<file path="config.mk">
export PLATFORM = sky130hd
export DESIGN_NAME = seq_divider
export DESIGN_NICKNAME = d
export VERILOG_FILES = /design/src/rtl/seq_divider.sv
export SDC_FILE = /design/constraint.sdc
export NUM_CORES = 1
export LEC_CHECK = 0
export BUFFER_PORTS_ARGS = -buffer_cell sky130_fd_sc_hd__buf_4
export CORE_MARGIN = 2
export CORE_UTILIZATION = 50
export DETAILED_ROUTE_END_ITERATION = 10
export PLACE_DENSITY = 0.74
export SETUP_SLACK_MARGIN = 0.3
export SLEW_MARGIN = 30
export SYNTH_ARGS = -nofsm -noshare
export SYNTH_HDL_FRONTEND = slang
export SYNTH_SLANG_ARGS = --single-unit
</file>
<file path="constraint.sdc">
create_clock -name clk -period 7.5 [get_ports clk]
set_input_delay 1.5 -clock clk [delete_from_list [all_inputs] [get_ports clk]]
set_output_delay 1.5 -clock clk [all_outputs]
set_load 0.01 [all_outputs]
</file>
<file path="src/rtl/seq_divider.sv">
// ---------------------------------------------------------------------------
// seq_divider
//   Multi-cycle restoring integer divider, one quotient bit per clock.
//   Signed operands are reduced to magnitudes on acceptance, divided on the
//   unsigned path, and the signs are re-applied in a single FIX cycle.
//
// Ports
//   clk          rising-edge clock
//   reset        asynchronous active-low reset
//   start        request, sampled only while idle
//   signed_op    1 = two's-complement divide, sampled with start
//   dataA        dividend, sampled with start
//   dataB        divisor, sampled with start
//   busy         operation in progress
//   done         one-cycle completion pulse
//   div_by_zero  last completed op had a zero divisor (held with results)
//   quotient     registered quotient
//   remainder    registered remainder
//   dataOut      {remainder, quotient}
// ---------------------------------------------------------------------------
module seq_divider #(
  parameter int WIDTH = 32
) (
  input  logic               clk,
  input  logic               reset,
  input  logic               start,
  input  logic               signed_op,
  input  logic [WIDTH-1:0]   dataA,
  input  logic [WIDTH-1:0]   dataB,
  output logic               busy,
  output logic               done,
  output logic               div_by_zero,
  output logic [WIDTH-1:0]   quotient,
  output logic [WIDTH-1:0]   remainder,
  output logic [2*WIDTH-1:0] dataOut
);

  localparam int CW = $clog2(WIDTH + 1);
  localparam logic [CW-1:0] LAST_STEP = CW'(WIDTH - 1);

  localparam logic [1:0] S_IDLE = 2'd0;
  localparam logic [1:0] S_CALC = 2'd1;
  localparam logic [1:0] S_FIX  = 2'd2;

  logic [1:0]       state_q, state_d;
  logic [CW-1:0]    count_q, count_d;
  logic [WIDTH-1:0] dvd_q, dvd_d;   // dividend magnitude, shifts out as quotient bits shift in
  logic [WIDTH-1:0] dvs_q, dvs_d;   // divisor magnitude
  logic [WIDTH-1:0] rem_q, rem_d;   // partial remainder
  logic             qneg_q, qneg_d; // negate quotient in FIX
  logic             rneg_q, rneg_d; // negate remainder in FIX (dividend was negative)
  logic             zero_q, zero_d; // divisor of the op in flight was zero
  logic             busy_q, busy_d;
  logic             done_q, done_d;
  logic             dbz_q, dbz_d;
  logic [WIDTH-1:0] quo_q, quo_d;
  logic [WIDTH-1:0] rmd_q, rmd_d;

  // Operand magnitudes; unsigned ops pass the raw value through.
  logic             a_neg, b_neg;
  logic [WIDTH-1:0] a_mag, b_mag;

  assign a_neg = signed_op & dataA[WIDTH-1];
  assign b_neg = signed_op & dataB[WIDTH-1];
  assign a_mag = a_neg ? (~dataA + 1'b1) : dataA;
  assign b_mag = b_neg ? (~dataB + 1'b1) : dataB;

  // One restoring step. The partial remainder is always below the divisor,
  // so the shifted value fits in WIDTH+1 bits and the trial's MSB is the
  // borrow: set means the subtraction went negative and we restore.
  logic [WIDTH:0] shifted, trial;

  assign shifted = {rem_q, dvd_q[WIDTH-1]};
  assign trial   = shifted - {1'b0, dvs_q};

  always_comb begin
    state_d = state_q;
    count_d = count_q;
    dvd_d   = dvd_q;
    dvs_d   = dvs_q;
    rem_d   = rem_q;
    qneg_d  = qneg_q;
    rneg_d  = rneg_q;
    zero_d  = zero_q;
    busy_d  = busy_q;
    done_d  = 1'b0;
    dbz_d   = dbz_q;
    quo_d   = quo_q;
    rmd_d   = rmd_q;

    case (state_q)
      S_IDLE: begin
        if (start) begin
          dvd_d   = a_mag;
          dvs_d   = b_mag;
          rem_d   = '0;
          count_d = '0;
          qneg_d  = a_neg ^ b_neg;
          rneg_d  = a_neg;
          zero_d  = (dataB == '0);
          busy_d  = 1'b1;
          state_d = (dataB == '0) ? S_FIX : S_CALC;
        end
      end

      S_CALC: begin
        rem_d   = trial[WIDTH] ? shifted[WIDTH-1:0] : trial[WIDTH-1:0];
        dvd_d   = {dvd_q[WIDTH-2:0], ~trial[WIDTH]};
        count_d = count_q + CW'(1);
        if (count_q == LAST_STEP) state_d = S_FIX;
      end

      S_FIX: begin
        if (zero_q) begin
          // CALC was skipped, so dvd_q still holds |dataA|; re-applying the
          // dividend sign reconstructs dataA exactly.
          quo_d = '1;
          rmd_d = rneg_q ? (~dvd_q + 1'b1) : dvd_q;
        end else begin
          quo_d = qneg_q ? (~dvd_q + 1'b1) : dvd_q;
          rmd_d = rneg_q ? (~rem_q + 1'b1) : rem_q;
        end
        dbz_d   = zero_q;
        done_d  = 1'b1;
        busy_d  = 1'b0;
        state_d = S_IDLE;
      end

      default: state_d = S_IDLE;
    endcase
  end

  always_ff @(posedge clk or negedge reset) begin
    if (!reset) begin
      state_q <= S_IDLE;
      count_q <= '0;
      dvd_q   <= '0;
      dvs_q   <= '0;
      rem_q   <= '0;
      qneg_q  <= 1'b0;
      rneg_q  <= 1'b0;
      zero_q  <= 1'b0;
      busy_q  <= 1'b0;
      done_q  <= 1'b0;
      dbz_q   <= 1'b0;
      quo_q   <= '0;
      rmd_q   <= '0;
    end else begin
      state_q <= state_d;
      count_q <= count_d;
      dvd_q   <= dvd_d;
      dvs_q   <= dvs_d;
      rem_q   <= rem_d;
      qneg_q  <= qneg_d;
      rneg_q  <= rneg_d;
      zero_q  <= zero_d;
      busy_q  <= busy_d;
      done_q  <= done_d;
      dbz_q   <= dbz_d;
      quo_q   <= quo_d;
      rmd_q   <= rmd_d;
    end
  end

  assign busy        = busy_q;
  assign done        = done_q;
  assign div_by_zero = dbz_q;
  assign quotient    = quo_q;
  assign remainder   = rmd_q;
  assign dataOut     = {rmd_q, quo_q};

endmodule

</file>
After elaboration in Yosys (flattened, before gate mapping)
Cells that the tools add are included.
W data, S select, Z words.
{"block": "totals", "reg_bits": 174, "input_bits": 68, "output_inout_bits": 131, "elab_cells": 61}
{"block": "classes", "n_addsub": 6, "eq_ne": 5, "n_mux": 21, "n_bitwise": 8, "n_reduce_logical": 8}
{"cell": "$mux W32", "n": 10}
{"cell": "$add A32 B1 Y32 const B", "n": 4}
{"cell": "$not A32 Y32", "n": 4}
{"cell": "$pmux W32 S2", "n": 2}
{"cell": "$sub A33 B32 Y33", "n": 1}
{"cell": "$logic_not A32 Y1", "n": 1}
{"cell": "$pmux W6 S2", "n": 1}
{"cell": "$reduce_and A2 Y1", "n": 4}
{"cell": "$add A6 B1 Y6 const B", "n": 1}
{"cell": "$eq A6 B5 Y1 const B", "n": 1}
{"cell": "$mux W2", "n": 3}
{"cell": "$mux W6", "n": 1}
{"cell": "$ne A2 B2 Y1 const B", "n": 2}
{"cell": "$pmux W2 S2", "n": 1}
{"cell": "$reduce_bool A2 Y1", "n": 2}
{"cell": "$and A1 B1 Y1", "n": 2}
{"cell": "$eq A2 B1 Y1 const B", "n": 1}
{"cell": "$eq A2 B2 Y1 const B", "n": 1}
{"cell": "$logic_not A2 Y1", "n": 1}
{"cell": "$mux W1", "n": 2}
{"cell": "$pmux W1 S2", "n": 1}
{"cell": "$not A1 Y1", "n": 1}
{"cell": "$xor A1 B1 Y1", "n": 1}

Depth between registers and ports, before layout
Gate-level depths: netlist of the first run.
{"block": "depth", "depth_word": 5, "ltp_mapped": 14}

Least setup slack after synthesis of the first run
No wires, ideal clock.
{"block": "synth_timing", "kind": "in2reg", "start": "input dataB[0]", "end": "register state_q[0]", "setup_ps": 137, "arrival_time_ps": 3453, "required_time_ps": 7363, "path_slack_ps": 3909, "cell_stages": 11, "path_buffers": 0, "path_cell_list": "inv_1 ha_1 or3b_1 nor4_2 nand2_1 nor4_2 nand2_1 nor4_2 a211oi_1 o31ai_1 o31ai_1"}
{"block": "synth_via", "elab_chain_cells": 4}
{"element": "start: declaration", "line_no": "29", "source": "input logic [WIDTH-1:0] dataB,"}
{"element": "$logic_not A32 Y1", "line_no": "102", "source": "state_d = (dataB == '0) ? S_FIX : S_CALC;"}
{"element": "$mux W2", "line_no": "102"}
{"element": "$mux W2", "line_no": "93", "source": "if (start) begin"}
{"element": "$pmux W2 S2", "line_no": "91", "source": "case (state_q)"}
{"element": "end signal: assignment", "line_no": "149", "source": "state_q <= state_d;"}
{"element": "end: declaration", "line_no": "45", "source": "logic [1:0] state_q, state_d;"}
No other way between the ends. The select of a mux whose other input is x is not followed.
A chain may end at the register's enable or synchronous reset.

Worst setup path after layout of the first run
{"block": "layout_timing", "start": "register dvd_q[31]", "end": "register rem_q[18]"}
{"block": "layout_via", "elab_chain_cells": 3}
{"element": "start: declaration", "line_no": "47", "source": "logic [WIDTH-1:0] dvd_q, dvd_d;"}
{"element": "start signal: assignment", "line_no": "151", "source": "dvd_q <= dvd_d;"}
{"element": "$sub A33 B32 Y33", "line_no": "74", "source": "assign trial = shifted - {1'b0, dvs_q};"}
{"element": "$mux W32", "line_no": "107", "source": "rem_d = trial[WIDTH] ? shifted[WIDTH-1:0] : trial[WIDTH-1:0];"}
{"element": "$pmux W32 S2", "line_no": "91"}
{"element": "end signal: assignment", "line_no": "153", "source": "rem_q <= rem_d;"}
{"element": "end: declaration", "line_no": "49", "source": "logic [WIDTH-1:0] rem_q, rem_d;"}
No other way between the ends.

==> results.cfg, run 1 <==
[synth]
async_flop_share = 1.00
syn_nets = 1625
synth_cells = 1519
synth_ff_type = dfrtp_1
yosys_warnings = 0
synth_edf_count = 0
postSynthRegisterBits = 174
synth_area_um2 = 12500
yosysSeqAreaShare = 0.349
synth_cell_types = 78
synth_area_per_cell_um2 = 8.22

[cells_and_area]
postLayoutCellArea_um2 = 14200
syn_to_final_growth_pct = 13.6
mostFrequentLayoutCells = 205 x buf_4, 201 x nand2_1, 173 x dfrtp_1
drive_gt1_frac = 0.175
diodes = 0
final_nets = 1687
final_common_cell = buf_4

[min_path]
hp-class = flop to flop
whs_path_depth = 2
min_to = dvs_q[16]
min_from = dvs_q[16]

[worst_setup_path]
r2r_setup_slack_ps = 3680
cp_slowest_stage_delay_ps = 530
critical_path_buf_inv_count = 2
worst_ep_arrival_time_ps = 4190
worst_ep_required_time_ps = 7880
endpoint_kind = flop
cp_cell_sequence = inv_1, ha_1, fa_1, nand2b_1, a21oi_1, o21ai_1, a21oi_1, o211ai_1, o21ai_1, xnor2_4, buf_4, or4b_1, nand2_1
crit_path_max_fanout = 35
path_class = flop to flop
critical-path-top-delay-family = compound AO/OA/AOI/OAI gates
critPathSlowestCell = or4b_1
rr_worst_depth = 13
timing.rr.end = rem_q[18]
r2r_start = dvd_q[31]
worstSetupStartpointType = flop

[die]
die_x_um = 162
start_util = 0.512
die-area_um2 = 26200
ios = 199
fp-row-count = 57
core_um2 = 24400
die_h_um = 162

[clock_tree]
cts_num_sinks = 174
cts_tree = built
insertion_delay_ps = 450
clock-root-buffer = clkbuf_16
h-tree-depth = 4
cts_made_buffers = 17
cts_hold_buf = 0
clk_path_buf_depth = 2
postCtsResizedCells = 0
clkTransAtPathRegs_ps = 70
post_cts_buffers = 0

[global_routing]
grt.total_usage = 0.264
grt_pass1_wl_um = 54900
grt-ovfl-total = 0
grt_pass1_vias = 10200
antenna_found_initial = 0
grt_max_degree = 111

[sta]
rsz0062_at_grt = false
final_hold_viol_count = 0
setup_tns_ps = 0
clock.fmax_ghz = 0.262
slew_violations = 0
setup_viol = 0
period_share = 0.509
fin_crit_ps = 3820
tightest_slew_ps = 995
slew_headroom = 0.337
fin_skew_ps = 14.0

[route]
vias = 11100
drc_errors = 0
ant_nets = 0
viasPerCell = 5.81
firstDrtPassIters = 5
wl_per_cell_um = 18.0
drt_iter0_drc = 871
routed_wirelength_um = 34400

[power]
power.total_w = 0.00709
vdd_ir_drop_max_uv = 288
p_per_area_nw_per_um2 = 500
p_leak_nw = 6.27

[place]
dpl_cell_area_um2 = 13600
gp_congestion = 0.952
port_buffers = 198
dp_hpwl_um = 25600

[run]
cap_viol_max_count = 0

[run_status]
outcome = complete, no violations
-- worst register-to-register path: cells and delay by family (launching register included) --
family | cells | cell delay [ps]
AOI/OAI and AO/OA | 5 | 1200
and+or+nand+nor | 3 | 790
adders and majority gates | 2 | 650
buffers and inverters | 2 | 460
DFF | 1 | 380
xor gates and xnor gates | 1 | 280
-- per-layer routing --
| layer | part of all wire | vias to the layer above | wire length, µm | global-route usage |
|---|---|---|---|---|
| met4 | 0.026 | 0 | 897 | 0.0941 |
| met2 | 0.44 | 467 | 15100 | 0.400 |
| met3 | 0.080 | 44 | 2750 | 0.0332 |
| met1 | 0.46 | 5245 | 15700 | 0.390 |
| li1 | - | 5390 | - | - |
| met5 | 0 | - | 0 | 0 |
-- cell families (layout without fill, tap and decap cells) --
family / count (synthesis) / in the layout / synth area share
fa+ha+maj: 38 / 38 / 0.0387
mux: 14 / 14 / 0.0123
compound gates: 445 / 445 / 0.216
simple gates: 458 / 458 / 0.177
buf+inv: 221 / 296 / 0.0877
flops: 174 / 174 / 0.349
xor+xnor: 169 / 169 / 0.119
-- Yosys cell counts, types with 22 or more instances --
library cell | instances | share of area
dfrtp_1 | 174 | 0.35
o21ai_0 | 117 | 0.047
o22ai_1 | 26 | 0.013
nor2_1 | 90 | 0.027
nand2_1 | 202 | 0.061
xor2_1 | 70 | 0.049
buf_4 | 65 | 0.039
o311ai_1 | 22 | 0.015
o21ai_1 | 49 | 0.020
o31ai_1 | 29 | 0.017
xnor2_1 | 99 | 0.069
a21oi_1 | 117 | 0.047
nand3_1 | 33 | 0.013
clkbuf_1 | 84 | 0.025
ha_1 | 37 | 0.037
inv_1 | 57 | 0.017
-- registers in the layout (all words and copies together) (netlist names) --
register	count
rem_q	32
div_by_zero	1
remainder	32
quotient	32
done	1
state_q	2
rneg_q	1
dvs_q	32
busy	1
dvd_q	32
zero_q	1
qneg_q	1
count_q	6
-- stage by stage --
step	utilization	worst slack, ps	hold slack (ps)	std cells
after CTS	0.581	3660	487	1918
final	0.581	3680	483	1918
after detailed placement	0.558	3370	469	1886
after floorplan	-	3910	450	1519
after global placement	0.557	3420	462	1886
after global routing	0.581	3360	507	1918
-- worst max path at each step --
stage,from,to,slack (ps),depth (start not counted)
finish,dvd_q[31],rem_q[18],3680,13
global route,dvd_q[31],rem_q[2],3360,13
CTS,dvd_q[31],rem_q[18],3660,13
floorplan,dataB[0],state_q[0],3910,11
detailed placement,dataB[0],state_q[0],3370,12
global placement,dataB[0],state_q[0],3420,12
-- report_power, final --
group / switching (W) / total, W / internal (W)
Clock: 0.000428 / 0.000870 / 0.000441
Combinational: 0.00237 / 0.00417 / 0.00180
Sequential: 0.000676 / 0.00205 / 0.00137
-- layout make-up --
class	count	area, µm²
tap	324	405
multi-input combinational	1124	7080
sequential	174	4360
clock buffer	17	425
fill	2265	10200
timing repair buffer	206	1550
inverter	58	218
clock inverter	15	143
(Power assumes the default switching activity.)
==> run 2: changes to the inputs <==
==> constraint.sdc (replaced) <==
create_clock -name clk -period 3.75 [get_ports clk]
set_input_delay 0.75 -clock clk [delete_from_list [all_inputs] [get_ports clk]]
set_output_delay 0.75 -clock clk [all_outputs]
set_load 0.01 [all_outputs]
==> run 2 against run 1 <==
  * Clock-buffer cell count stayed put
  * Maximum frequency increased by 18%
  * Critical endpoint is now rem_q[2]
  * Largest cell class unchanged
  * Clock skew shrank 3.1 ps
  * Power is 100% higher
  * Die area unchanged
  * Sequential share of layout area is 0.32 points lower
==> results.cfg, run 2 (synthesis results as in run 1) <==
[run_status]
outcome = complete, no violations

[sta]
fin_skew_ps = 10.9
setup_viol = 0
slew_violations = 0
rsz0062_at_grt = false
clock.fmax_ghz = 0.308
fin_crit_ps = 3250
slew_headroom = 0.340
tightest_slew_ps = 990
final_hold_viol_count = 0
period_share = 0.866
setup_tns_ps = 0

[cells_and_area]
syn_to_final_growth_pct = 14.8
final_common_cell = buf_4
final_core_util = 0.588
mostFrequentLayoutCells = 219 x buf_4, 201 x nand2_1, 172 x dfrtp_1
final_nets = 1704
drive_gt1_frac = 0.184
diodes = 0

[die]
die_h_um = 162
core_um2 = 24400
die-area_um2 = 26200
fp-row-count = 57
ios = 199
start_util = 0.512
die_x_um = 162

[clock_tree]
clkTransAtPathRegs_ps = 70
clock-root-buffer = clkbuf_16
cts_num_sinks = 174
post_cts_buffers = 0
cts_made_buffers = 17
h-tree-depth = 4
clk_path_buf_depth = 2
insertion_delay_ps = 450
cts_tree = built

[min_path]
hp-class = input pin to asynchronous set/reset pin

[power]
p_per_area_nw_per_um2 = 1000
vdd_ir_drop_max_uv = 433
p_leak_nw = 6.36

[route]
ant_nets = 0
drc_errors = 0
viasPerCell = 5.78
routed_wirelength_um = 34400
wl_per_cell_um = 17.8
vias = 11200
drt_iter0_drc = 997
firstDrtPassIters = 6

[run]
cap_viol_max_count = 0

[worst_setup_path]
r2r_start = dvd_q[31]
endpoint_kind = flop
worst_ep_required_time_ps = 4060
r2r_setup_slack_ps = 500
timing.rr.end = rem_q[2]
worstSetupStartpointType = flop
rr_worst_depth = 13
worst_ep_arrival_time_ps = 3550
path_class = flop to flop
crit_path_max_fanout = 31

[place]
dp_hpwl_um = 26000
gp_congestion = 0.922
port_buffers = 198

[global_routing]
antenna_found_initial = 0
grt-ovfl-total = 0
grt_max_degree = 80
grt_pass1_wl_um = 55200
grt.total_usage = 0.263
grt_pass1_vias = 10200
-- run 2: how the worst max path moves through the flow --
stage	cells after the start	startpoint	end
4_1_cts	13	dvd_q[31]	rem_q[29]
3_3_place_gp	13	dvd_q[31]	rem_q[29]
2_1_floorplan	14	dvd_q[31]	rem_q[4]
5_1_grt	13	dvd_q[31]	rem_q[2]
6_report	13	dvd_q[31]	rem_q[2]
3_5_place_dp	13	dvd_q[31]	rem_q[29]
-- run 2: layer usage --
| metal | routed length, µm | GRT usage |
|---|---|---|
| met5 | 0 | 0 |
| met4 | 884 | 0.0841 |
| met3 | 2740 | 0.0345 |
| met2 | 15100 | 0.398 |
| met1 | 15700 | 0.391 |
-- run 2: area by class of cell --
cell class / instances / area (µm²)
Fill cell: 2246 / 10100
Multi-Input combinational cell: 1124 / 7070
Sequential cell: 174 / 4360
Timing Repair Buffer: 223 / 1710
Clock buffer: 17 / 425
Tap cell: 324 / 405
Inverter: 58 / 218
Clock inverter: 15 / 151
-- run 2: through the flow --
stage	cell area, µm²	instances	power, W	setup WS, ps	hold slack (ps)
2_1_floorplan	12500	1519	0.00990	811	450
3_3_place_gp	13700	1903	0.0123	499	462
3_5_place_dp	13700	1903	0.0125	432	472
4_1_cts	14300	1935	0.0143	390	374
5_1_grt	14300	1935	0.0155	294	404
6_report	14300	1935	0.0144	502	341
-- run 2: power by group --
| group | switching (W) | total (W) | leakage, nW | internal, W |
|---|---|---|---|---|
| clock | 0.000839 | 0.00178 | 0.273 | 0.000938 |
| combinational | 0.00476 | 0.00850 | 3.95 | 0.00374 |
| sequential | 0.00137 | 0.00412 | 2.14 | 0.00275 |
-- run 2: repair_timing --
| action | in CTS | in global routing |
|---|---|---|
| gates resized for setup | 0 | 3 |
| hold buffers | 0 | 0 |
| setup endpoints to repair | 0 | 25 |
-- run 2: critical path, stage by stage (launching register included) --
cell,delay [ps]
dfrtp_1,400
inv_1,120
ha_1,250
fa_1,400
nand2b_1,190
a21oi_2,190
o21ai_1,150
a21oi_2,270
o211ai_1,160
o21ai_1,210
xnor2_2,250
buf_12,240
mux2i_1,200
o21ai_1,80
